$ cat src/rtl/mem_write_a_pp.sv
// mem_write_a_pp: write-side address/bank-enable generator for the A operand banks,
// with ping-pong double buffering and an optional column-major input order.
`default_nettype none
`timescale 1ns/1ps

module mem_write_a_pp #(
   parameter int N1           = 4,
   parameter int MATRIXSIZE_W = 16,
   parameter int ADDR_W       = 12,
   parameter int BUF_STRIDE   = 2048
) (
   input  logic                    clk,
   input  logic                    rst,
   input  logic                    start,
   input  logic [MATRIXSIZE_W-1:0] cfg_M2,
   input  logic [MATRIXSIZE_W-1:0] cfg_M1dN1,
   input  logic                    cfg_transpose,
   input  logic                    valid_A,
   output logic                    ready_A,
   input  logic [1:0]              buf_release,
   output logic [ADDR_W-1:0]       wr_addr_A,
   output logic [N1-1:0]           activate_A,
   output logic                    wr_buf_sel,
   output logic [1:0]              buf_full,
   output logic                    busy,
   output logic                    done,
   output logic                    cfg_err
);

   localparam int ROW_W  = (N1 > 1) ? $clog2(N1) : 1;
   localparam int PROD_W = 2 * MATRIXSIZE_W;

   typedef enum logic [1:0] {IDLE, WAIT_BUF, WRITE, FINISH} state_t;

   state_t                  state;
   logic [MATRIXSIZE_W-1:0] m2;
   logic [MATRIXSIZE_W-1:0] m1dn1;
   logic                    transpose;
   logic                    ptr;
   logic [MATRIXSIZE_W-1:0] col;
   logic [MATRIXSIZE_W-1:0] phase;
   logic [ROW_W-1:0]        sys_row;
   logic [MATRIXSIZE_W:0]   offset;

   logic [PROD_W-1:0]       tile_words;
   logic                    col_last;
   logic                    row_last;
   logic                    phase_last;
   logic                    accept;
   logic                    last_beat;
   logic [MATRIXSIZE_W:0]   bank_addr;
   logic [ADDR_W-1:0]       base;
   logic [1:0]              buf_set;

   assign tile_words = PROD_W'(cfg_M2) * PROD_W'(cfg_M1dN1);
   assign col_last   = (col == m2 - 1'b1);
   assign row_last   = (sys_row == ROW_W'(N1 - 1));
   assign phase_last = (phase == m1dn1 - 1'b1);
   assign last_beat  = col_last & row_last & phase_last;
   assign ready_A    = (state == WRITE);
   assign busy       = (state != IDLE);
   assign accept     = valid_A & ready_A;
   assign bank_addr  = offset + {1'b0, col};
   assign base       = ptr ? ADDR_W'(BUF_STRIDE) : '0;
   assign buf_set    = (accept && last_beat) ? (ptr ? 2'b10 : 2'b01) : 2'b00;

   always_ff @(posedge clk) begin
      if (rst) begin
         state      <= IDLE;
         m2         <= '0;
         m1dn1      <= '0;
         transpose  <= 1'b0;
         ptr        <= 1'b0;
         col        <= '0;
         phase      <= '0;
         sys_row    <= '0;
         offset     <= '0;
         wr_addr_A  <= '0;
         activate_A <= '0;
         wr_buf_sel <= 1'b0;
         buf_full   <= 2'b00;
         done       <= 1'b0;
         cfg_err    <= 1'b0;
      end else begin
         activate_A <= '0;
         done       <= 1'b0;
         cfg_err    <= 1'b0;
         // A tile completing in the same cycle as a release of that buffer stays full.
         buf_full   <= (buf_full & ~buf_release) | buf_set;

         if (accept) begin
            wr_addr_A  <= base + ADDR_W'(bank_addr);
            activate_A <= N1'(1) << sys_row;
            wr_buf_sel <= ptr;
         end

         case (state)
            IDLE: begin
               if (start) begin
                  m2        <= cfg_M2;
                  m1dn1     <= cfg_M1dN1;
                  transpose <= cfg_transpose;
                  col       <= '0;
                  phase     <= '0;
                  sys_row   <= '0;
                  offset    <= '0;
                  if (cfg_M2 == '0 || cfg_M1dN1 == '0) begin
                     state <= FINISH;
                  end else if (tile_words > PROD_W'(BUF_STRIDE)) begin
                     cfg_err <= 1'b1;
                     state   <= FINISH;
                  end else begin
                     state <= WAIT_BUF;
                  end
               end
            end
            WAIT_BUF: begin
               if (!buf_full[ptr] || buf_release[ptr]) state <= WRITE;
            end
            WRITE: begin
               if (accept) begin
                  if (last_beat) begin
                     ptr   <= ~ptr;
                     done  <= 1'b1;
                     state <= FINISH;
                  end else if (!transpose) begin
                     if (!col_last) begin
                        col <= col + 1'b1;
                     end else begin
                        col <= '0;
                        if (!row_last) begin
                           sys_row <= sys_row + 1'b1;
                        end else begin
                           sys_row <= '0;
                           phase   <= phase + 1'b1;
                           offset  <= offset + {1'b0, m2};
                        end
                     end
                  end else begin
                     if (!row_last) begin
                        sys_row <= sys_row + 1'b1;
                     end else begin
                        sys_row <= '0;
                        if (!phase_last) begin
                           phase  <= phase + 1'b1;
                           offset <= offset + {1'b0, m2};
                        end else begin
                           phase  <= '0;
                           offset <= '0;
                           col    <= col + 1'b1;
                        end
                     end
                  end
               end
            end
            FINISH: begin
               // done was already raised with the final beat; otherwise (empty or
               // rejected job) it is raised here, two cycles after start.
               done  <= ~done;
               state <= IDLE;
            end
            default: state <= IDLE;
         endcase
      end
   end

endmodule

`default_nettype wire

$ cat config.mk
export PLATFORM = sky130hd
export DESIGN_NAME = mem_write_a_pp
export DESIGN_NICKNAME = d
export VERILOG_FILES = /design/src/rtl/mem_write_a_pp.sv
export SDC_FILE = /design/constraint.sdc
export NUM_CORES = 1
export LEC_CHECK = 0
export CORE_MARGIN = 2
export CORE_UTILIZATION = 35
export CTS_CLUSTER_DIAMETER = 100
export CTS_CLUSTER_SIZE = 10
export DETAILED_ROUTE_END_ITERATION = 7
export PLACE_DENSITY = 0.54
export SLEW_MARGIN = 20
export SYNTH_ARGS = -nofsm -noshare
export SYNTH_HDL_FRONTEND = slang
export SYNTH_SLANG_ARGS = --single-unit
$ cat constraint.sdc
create_clock -name clk -period 6.85 [get_ports clk]
set_clock_uncertainty 0.2 [all_clocks]
set_input_delay 0.685 -clock clk [delete_from_list [all_inputs] [get_ports clk]]
set_output_delay 0.685 -clock clk [all_outputs]
set_load 0.03 [all_outputs]
==> metrics.md, run 1 <==
| Metric | Value |
|---|---|
| Outcome | `completed` |
| Die X-Extent | `roughly 220 um` |
| CTS tree | `built` |
| Synthesized area per cell | `around 8.3 um^2` |
| Actual slew at the worst max-slew pin | `0.784 ns` |
| CTS root buf | `clkbuf_16` |
| WP data required | `about 6.9 ns` |
| CP top delay family | `adder cells` |
| Register area share after synthesis | `0.131` |
| Top cell by count, worst path | `fa_1` |
| Hold Crit Start | `wr_addr_A[4]` |
| Synth unique cells | `86` |
| CP Class | `in -> reg` |
| Cts hold-fix bufs | `0` |
| Drt wl/cell | `~17 um` |
| Worst setup SP type | `input port` |
| First-pass GRT wire length | `around 73 mm` |
| Area of the die | `about 0.047 mm^2` |
| Reg2reg start | `m2[0]` |
| FMAX | `150 MHz` |
| Synth top area cells | `fa_1 (25%), dfxtp_1 (13%), ha_1 (12%)` |
| Initial Utilization | `0.356` |
| Vias in the first global route | `14,300` |
| Yosys top cell area share | `0.248` |
| Worst reg2reg path endpoint | `phase[12]` |
| Global placement routability congestion | `approximately 0.87` |
| Synth cell count leaders | `nand2_1 (294), inv_1 (258), fa_1 (196), ha_1 (146), and2_1 (124)` |
| WHS Path Cells | `2` |
| Fillers | `about 4,400` |
| Fin crit period | `roughly 6.6 ns` |
| R2R cell count | `12` |
| Ant diodes | `0` |
| Clk pin slew, worst setup/hold paths | `about 0.07 ns` |
| Max-cap violations | `0` |
| Period utilisation layout | `0.971` |
| CTS Buffer Depth | `2` |
| Finished Core Util | `0.443` |
| Top-Level Pins | `a little over 60` |
| Hold EP | `wr_addr_A[4]` |
| Post-DRT Antenna Nets | `0` |
| CTS Buf Count | `9` |
| DRT Wirelength | `around 45 mm` |
| Core Area | `approximately 0.044 mm^2` |
| CP max-delay cell | `fa_1` |
| CTS sink count | `103` |
| H-Tree Depth | `3` |
| Ys flop type | `dfxtp_1` |
| Port Buf Inserts | `61` |
| Synth warnings | `0` |
| Share of layout cells above drive strength 1 | `0.210` |
| Grt total ovfl | `0` |
| Mapped cell area | `between 0.015 and 0.02 mm^2` |
| Max Slew Vio Count | `0` |
| Vias per cell | `5.14` |
| Most common cell in the netlist | `nand2_1` |
| Area Growth Syn to Fin | `24.6%` |
| Final Setup Violations | `0` |
| Ys async rst share | `0` |
| Worst-Skew Late Latency | `0.37 ns` |
| Critical Path AT | `roughly 6.7 ns` |
| Final nets | `around 2,500` |
| Pre-antenna DRT Iters | `5` |
| FF-to-FF setup slack | `around 3.0 ns` |
| Buffers plus inverters on the worst setup path | `10` |
| Post-synth EDFFs | `0` |
| Hpwl dp | `about 35 mm` |
| Slew HR | `0.477` |
| Routed via count | `~14,000` |
| DRC Markers | `0` |
| Post-synthesis cell count | `roughly 1,900` |
| Min-Delay Path Class | `reg -> reg` |
| CP startpoint | `cfg_M2[7]` |
| Largest net degree at the start of global routing | `63` |
| Die Height | `between 200 and 250 um` |
| DRT iter0 DRCs | `689` |
| Final hold vios | `0` |
| FP Rows | `between 70 and 80` |
| Crit end category | `flop` |
| Yosys reg bits | `~100` |
| CP Max Fanout | `6` |
| CP max stage delay | `approximately 0.56 ns` |
| Initial antenna violation count | `0` |
| Cell taking the most area after synthesis | `fa_1` |
| GRT Total Usage | `0.190` |
| Post-synthesis net count | `roughly 2,300` |
[metal layers]
metal	GRT usage	vias to the layer above	routed length, um
met2	0.342	275	22300
met4	0.0749	0	2120
met5	0	-	0
met3	0.0153	118	1230
li1	-	6665	-
met1	0.236	6762	19000
[cells by family after synthesis]
group,count (synthesis),synth area share
buffers and inverters,364,0.0895
AOI/OAI and AO/OA,329,0.145
adders and majority gates,342,0.364
DFF,103,0.131
xor gates and xnor gates,77,0.0432
muxes,10,0.00642
and+or+nand+nor,681,0.221
[final cells by class]
type                       instances  area (um^2)  area share
clock inverter                     5         63.8     0.00324
sequential                       103         2060       0.105
inverter                         259          972      0.0494
clock buffer                      11          243      0.0123
multi-input combinational       1439        12900       0.658
tap                              592          741      0.0377
timing repair buffer             282         2640       0.134
[state kept, by name (all words and copies together), names as in the netlist]
name	count
col	16
m1dn1	16
m2	16
phase	16
offset	12
wr_addr_A	12
activate_A	4
buf_full	2
state	2
sys_row	2
cfg_err	1
done	1
ptr	1
transpose	1
wr_buf_sel	1
[placed cells by master, fill, tap and decap left out, drive strengths merged, types with 35 or more instances in the layout]
cell type	n
clkbuf	35
a21oi	128
fa	196
buf	217
dfxtp	103
and2	124
nor2	59
ha	146
xnor2	52
nand3	36
inv	261
o21ai	45
nand2	294
[timing repair]
action                                  CTS  global route
cloned                                    3             7
pin swaps                                61           105
gates resized for setup                 111           156
setup buffers                            14            22
endpoints found under the setup margin    2             2
[worst reg2reg max path: stages, from the launching register on]
cell and delay (ns):
dfxtp_1 0.50, inv_1 0.08, ha_1 0.24, nor2b_1 0.17, a31o_2 0.25, a21oi_1 0.20, o2111ai_2 0.16, nor4_4 0.50
o21ai_1 0.18, a21oi_4 0.52, buf_4 0.41, nor4_1 0.10, a31o_1 0.22
[worst max path at each step]
stage	to	slack, ns	cells after the start
2_1_floorplan	state[1]	0.0002	25
3_3_place_gp	cfg_err	-0.72	25
3_5_place_dp	state[1]	-0.84	21
4_1_cts	state[1]	0.01	23
5_1_grt	state[1]	-0.03	26
6_report	state[1]	0.20	26
[stage by stage]
stage / TNS [ns] / setup slack [ns] / hold WS, ns / cell area (um^2) / instances
2_1_floorplan: 0 / 0.000166 / 0.246 / 15800 / 1906
3_3_place_gp: -1.44 / -0.722 / 0.241 / 18200 / 2630
3_5_place_dp: -1.67 / -0.843 / 0.249 / 18200 / 2630
4_1_cts: 0 / 0.0105 / 0.259 / 19000 / 2662
5_1_grt: -0.0582 / -0.0318 / 0.283 / 19700 / 2691
6_report: 0 / 0.200 / 0.256 / 19700 / 2691
Power of run 1 is left out: the tool's default activity adds up to more than one toggle a clock period on the data nets, which glitch-free logic cannot reach.
==> inputs of run 2 (changes only) <==
--- a/config.mk
+++ b/config.mk
@@ -10,7 +10,8 @@
 export CTS_CLUSTER_DIAMETER = 100
 export CTS_CLUSTER_SIZE = 10
 export DETAILED_ROUTE_END_ITERATION = 7
-export PLACE_DENSITY = 0.54
+export HOLD_SLACK_MARGIN = 0.05
+export PLACE_DENSITY = 0.52
 export SLEW_MARGIN = 20
 export SYNTH_ARGS = -nofsm -noshare
 export SYNTH_HDL_FRONTEND = slang
==> constraint.sdc (replaced) <==
create_clock -name clk -period 7.8 [get_ports clk]
set_clock_uncertainty 0.2 [all_clocks]
set_input_delay 0.78 -clock clk [delete_from_list [all_inputs] [get_ports clk]]
set_output_delay 0.78 -clock clk [all_outputs]
set_load 0.03 [all_outputs]
==> run 2 against run 1 <==
Effect of this change: hold slack worse by 0.0050 ns; count of clock-buffer cells in the layout down 1; worst setup slack better by 0.24 ns; routed wire length down 8.1%; die area unchanged; first-iteration DRC count up 6.4%; cell count down 5.3%; global-route usage down 0.77 points; flip-flop and latch count unchanged; non-clock buffer count down 142; critical path type unchanged; sequential share of layout area up 1.1 points.
==> metrics.md, run 2 (synthesized netlist as in run 1, its figures left out) <==
| Metric | Value |
|---|---|
| CP Max Fanout | `6` |
| Worst-Skew Late Latency | `0.37 ns` |
| Die X-Extent | `between 200 and 250 um` |
| Commonest non-fill, non-tap cell in the layout | `nand2_1` |
| CP Class | `in -> reg` |
| GRT Total Usage | `0.182` |
| Ant diodes | `0` |
| Global placement routability congestion | `between 0.8 and 0.9` |
| Final hold vios | `0` |
| Crit end category | `flop` |
| Most frequent cells in the layout | `nand2_1 (293), inv_1 (258), fa_1 (196)` |
| Max Slew Vio Count | `0` |
| Pre-antenna DRT Iters | `5` |
| Grt total ovfl | `0` |
| Sum Neg Setup Slack | `0 ns` |
| CP max-delay cell | `clkdlybuf4s50_1` |
| Top cell by count, worst path | `fa_1` |
| Critical Path AT | `about 7.4 ns` |
| Cts hold-fix bufs | `0` |
| RSZ-0062 raised after global routing | `no` |
| DRT Wirelength | `41.1 mm` |
| Min-Delay Path Class | `reg -> reg` |
| Period utilisation layout | `0.944` |
| CTS Buffer Depth | `2` |
| DRC Markers | `0` |
| FP Rows | `between 70 and 80` |
| Place WS | `0.0658 ns` |
| Worst-path cell chain | `clkdlybuf4s50_1 -> buf_4 -> nand2_1 -> fa_1 -> inv_1 -> fa_1 -> fa_1 -> fa_1 -> fa_1 -> inv_1 -> fa_1 -> inv_1 -> ha_1 -> a21oi_1 -> o21bai_1 -> or2_2 -> o311ai_0 -> a31oi_1 -> a211oi_1 -> nand4_1 -> nor4_2 -> buf_4 -> a211oi_1` |
| Fin crit period | `roughly 7.4 ns` |
| Hpwl dp | `33.9 mm` |
| R2R cell count | `12` |
| Area Growth Syn to Fin | `12.4%` |
| Routed via count | `roughly 13,000` |
| Core Area | `~0.044 mm^2` |
| Initial antenna violation count | `0` |
| Final Setup Violations | `0` |
| Fillers | `between 4,000 and 5,000` |
| CTS sink count | `approximately 100` |
| Clk pin slew, worst setup/hold paths | `0.07 ns` |
| Sequential cell area | `slightly above 0.002 mm^2` |
| CTS tree | `built` |
| Share of layout cells above drive strength 1 | `0.0767` |
| Area of the die | `0.0468 mm^2` |
| H-Tree Depth | `3` |
| Outcome | `completed` |
| WHS Path Cells | `2` |
| Slew HR | `0.474` |
| Top-Level Pins | `62` |
| WP data required | `between 7 and 8 ns` |
| Vias in the first global route | `roughly 13,000` |
| FMAX | `between 100 and 150 MHz` |
| Final nets | `approximately 2,300` |
| Max-cap violations | `0` |
| First-pass GRT wire length | `roughly 70 mm` |
| CTS Buf Count | `9` |
| Post-DRT Antenna Nets | `0` |
| Die Height | `~220 um` |
| DRT iter0 DRCs | `approximately 730` |
| Vias per cell | `about 5.1` |
| Largest net degree at the start of global routing | `63` |
| Port Buf Inserts | `61` |
| Multi-input gate area | `0.0123 mm^2` |
| Drt wl/cell | `16.1 um` |
| CTS root buf | `clkbuf_16` |
| Initial Utilization | `0.356` |
| CP max stage delay | `about 0.67 ns` |
| Actual slew at the worst max-slew pin | `roughly 0.79 ns` |
| Worst setup SP type | `input port` |
| PnR worst setup slack | `between 0.4 and 0.5 ns` |
==> run 2: cell count changes in the layout (fill, tap and decap cells not counted), moves of 13 or more <==
cell             delta
inv_2              -27
clkbuf_2           -16
nand2_1            +14
and2_1             +13
ha_4               -16
inv_1              +27
clkdlybuf4s50_1    +29
buf_6              -23
buf_4             -104
and2_4             -13
fa_1               +19
ha_1               +18
fa_2               -19
==> run 2: cell type report <==
type	count	share of cell area
multi-input combinational	1439	0.695
tap	592	0.0417
timing repair buffer	140	0.0756
sequential	103	0.116
clock inverter	5	0.00331
clock buffer	10	0.0129
inverter	259	0.0548
==> run 2: timing repair <==
item,4_1_cts,5_1_grt
gates resized for setup,0,7
buffers inserted,0,0
setup endpoints to repair,0,2
==> run 2: final timing paths <==
kind,startpoint,slack (ns),endpoint
worst max-delay path,cfg_M2[8],0.44,state[1]
worst min-delay path,wr_addr_A[7],0.25,wr_addr_A[7]
worst max register to register,m2[1],3.88,phase[6]
worst min register to register,wr_addr_A[7],0.25,wr_addr_A[7]
==> run 2: metrics by stage <==
step	utilization	hold WS [ns]	std cells	area, um^2
floorplan	-	0.246	1906	15800
global placement	0.392	0.241	2533	17400
detailed placement	0.392	0.247	2533	17400
CTS	0.399	0.258	2548	17700
global route	0.399	0.274	2548	17700
finish	0.399	0.251	2548	17700
==> run 2: layer usage <==
layer	GRT usage	up-vias	part of all wire
li1	-	6360	-
met1	0.238	6426	0.46
met2	0.328	207	0.50
met3	0.0125	36	0.022
met4	0.0434	0	0.016
met5	0	-	0
==> run 2: worst max-delay path: cells and delay by family <==
| family | cells | cell delay, ns |
|---|---|---|
| buffers and inverters | 6 | 1.22 |
| AOI/OAI and AO/OA | 6 | 1.15 |
| adders and majority gates | 7 | 3.51 |
| and+or+nand+nor | 4 | 0.72 |
Power of run 2 is left out for the same reason.
==> inputs of run 3 (changes only) <==
--- a/config.mk
+++ b/config.mk
@@ -5,10 +5,10 @@
 export SDC_FILE = /design/constraint.sdc
 export NUM_CORES = 1
 export LEC_CHECK = 0
+export CORE_ASPECT_RATIO = 1.1
 export CORE_MARGIN = 2
 export CORE_UTILIZATION = 35
 export CTS_CLUSTER_DIAMETER = 100
-export CTS_CLUSTER_SIZE = 10
 export DETAILED_ROUTE_END_ITERATION = 7
 export HOLD_SLACK_MARGIN = 0.05
 export PLACE_DENSITY = 0.52
==> run 3 against run 2 <==
Effect of this change: non-clock buffer count is 5 lower; critical endpoint unchanged; die area hardly changed; flip-flop and latch count stayed put; count of clock-buffer cells in the layout stayed put; maximum frequency is 1.6% lower; worst setup slack worse by 0.12 ns; cell count is 0.59% lower.
==> metrics.md, run 3 (synthesized netlist as in run 1, its figures left out) <==
| Metric | Value |
|---|---|
| Outcome | `completed` |
| Crit end category | `flop` |
| R2R cell count | `12` |
| Fillers | `roughly 4,500` |
| Place WS | `-0.0961 ns` |
| Core Area | `0.0445 mm^2` |
| WP data required | `roughly 8 ns` |
| Pre-antenna DRT Iters | `5` |
| Initial Utilization | `0.355` |
| Grt total ovfl | `0` |
| Area Growth Syn to Fin | `12.1%` |
| Fin cells | `2,533` |
| Vias in the first global route | `13,800` |
| Hpwl dp | `between 30 and 40 mm` |
| Worst Setup EP | `state[1]` |
| Final nets | `around 2,300` |
| CP Class | `in -> reg` |
| CTS Buf Count | `9` |
| DRC Markers | `0` |
| CTS Buffer Depth | `2` |
| CP startpoint | `cfg_M2[5]` |
| GRT Total Usage | `0.186` |
| Worst-Skew Late Latency | `approximately 0.37 ns` |
| CTS root buf | `clkbuf_16` |
| Sum Neg Setup Slack | `0 ns` |
| Post-DRT Antenna Nets | `0` |
| DRT Wirelength | `just over 40 mm` |
| Largest net degree at the start of global routing | `63` |
| CTS tree | `built` |
| Fin crit period | `7.48 ns` |
| DRT iter0 DRCs | `610` |
| FF-to-FF setup slack | `about 3.9 ns` |
| Reg2reg start | `m2[0]` |
| FMAX | `between 100 and 150 MHz` |
| Placed cells | `2,517` |
| Share of layout cells above drive strength 1 | `0.0727` |
| Postcts setup bufs | `0` |
| Port Buf Inserts | `roughly 60` |
| Most frequent cells in the layout | `nand2_1 (294), inv_1 (258), fa_1 (196)` |
| Commonest non-fill, non-tap cell in the layout | `nand2_1` |
| Clk pin slew, worst setup/hold paths | `~0.070 ns` |
| Area of the die | `0.0468 mm^2` |
| Vias per cell | `between 5 and 6` |
| Worst setup SP type | `input port` |
| Initial antenna violation count | `0` |
| CP Max Fanout | `10` |
| Min-Delay Path Class | `reg -> reg` |
| FP Rows | `81` |
| Routed via count | `~13,000` |
| PnR worst setup slack | `about 0.32 ns` |
| Die X-Extent | `roughly 210 um` |
| Actual slew at the worst max-slew pin | `between 0.8 and 0.9 ns` |
| Critical Path AT | `roughly 7.5 ns` |
| Die Height | `227 um` |
| Global placement routability congestion | `0.865` |
| Period utilisation layout | `0.959` |
| CTS sink count | `103` |
| Ant diodes | `0` |
| Final hold vios | `0` |
| Top-Level Pins | `62` |
| Max Slew Vio Count | `0` |
| H-Tree Depth | `3` |
| Drt wl/cell | `16.3 um` |
| First-pass GRT wire length | `70.0 mm` |
| Hold WS | `roughly 0.26 ns` |
| Slew HR | `0.466` |
| RSZ-0062 raised after global routing | `no` |
| Final Setup Violations | `0` |
| Worst reg2reg path endpoint | `phase[9]` |
| Max-cap violations | `0` |
==> run 3: what timing repair did <==
action,in CTS,in global routing
hold buffers,0,0
resized for setup,0,1
setup endpoints to repair,0,2
==> run 3: how the worst min path moves through the flow <==
stage / startpoint / endpoint / slack (ns) / cells after the start
after floorplan: m1dn1[14] / m1dn1[14] / 0.25 / 2
after global routing: wr_addr_A[8] / wr_addr_A[8] / 0.28 / 2
after CTS: wr_addr_A[0] / wr_addr_A[0] / 0.26 / 2
final: wr_addr_A[5] / wr_addr_A[5] / 0.26 / 2
after detailed placement: wr_addr_A[0] / wr_addr_A[0] / 0.25 / 2
after global placement: wr_addr_A[6] / wr_addr_A[6] / 0.24 / 2
==> run 3: metal layers <==
metal	track usage	up-vias	routed length, um
met5	0	-	0
met4	0.0643	0	1270
met3	0.0131	73	864
met2	0.348	226	21700
met1	0.223	6465	17400
li1	-	6338	-
==> run 3: final cells by class <==
class                   count  area (um^2)  share of cell area
multi-input cells        1439        12300               0.696
flip-flops and latches    103         2060               0.117
repair buffers            135         1340              0.0756
inverters                 259          972              0.0549
well taps                 581          727              0.0411
clock buffers              10          239              0.0135
clock inverters             6         43.8             0.00247
==> run 3: through the flow <==
stage	area, um^2	utilization
2_1_floorplan	15800	-
3_3_place_gp	17400	0.391
3_5_place_dp	17400	0.391
4_1_cts	17700	0.398
5_1_grt	17700	0.398
6_report	17700	0.398
==> run 3: worst max-delay path: stages <==
cell and delay (ns):
clkdlybuf4s50_1 0.63, buf_4 0.24, and2_1 0.18, fa_1 0.45
fa_1 0.54, fa_1 0.55, fa_1 0.52, fa_1 0.56
inv_1 0.06, fa_1 0.53, inv_1 0.04, ha_1 0.30
o21ai_0 0.12, o21bai_1 0.45, buf_4 0.21, nor3b_1 0.04
o311ai_0 0.40, and4b_1 0.27, nand4_1 0.08, nor4_1 0.29
buf_4 0.19, a211oi_1 0.07
Power of run 3 is left out for the same reason.
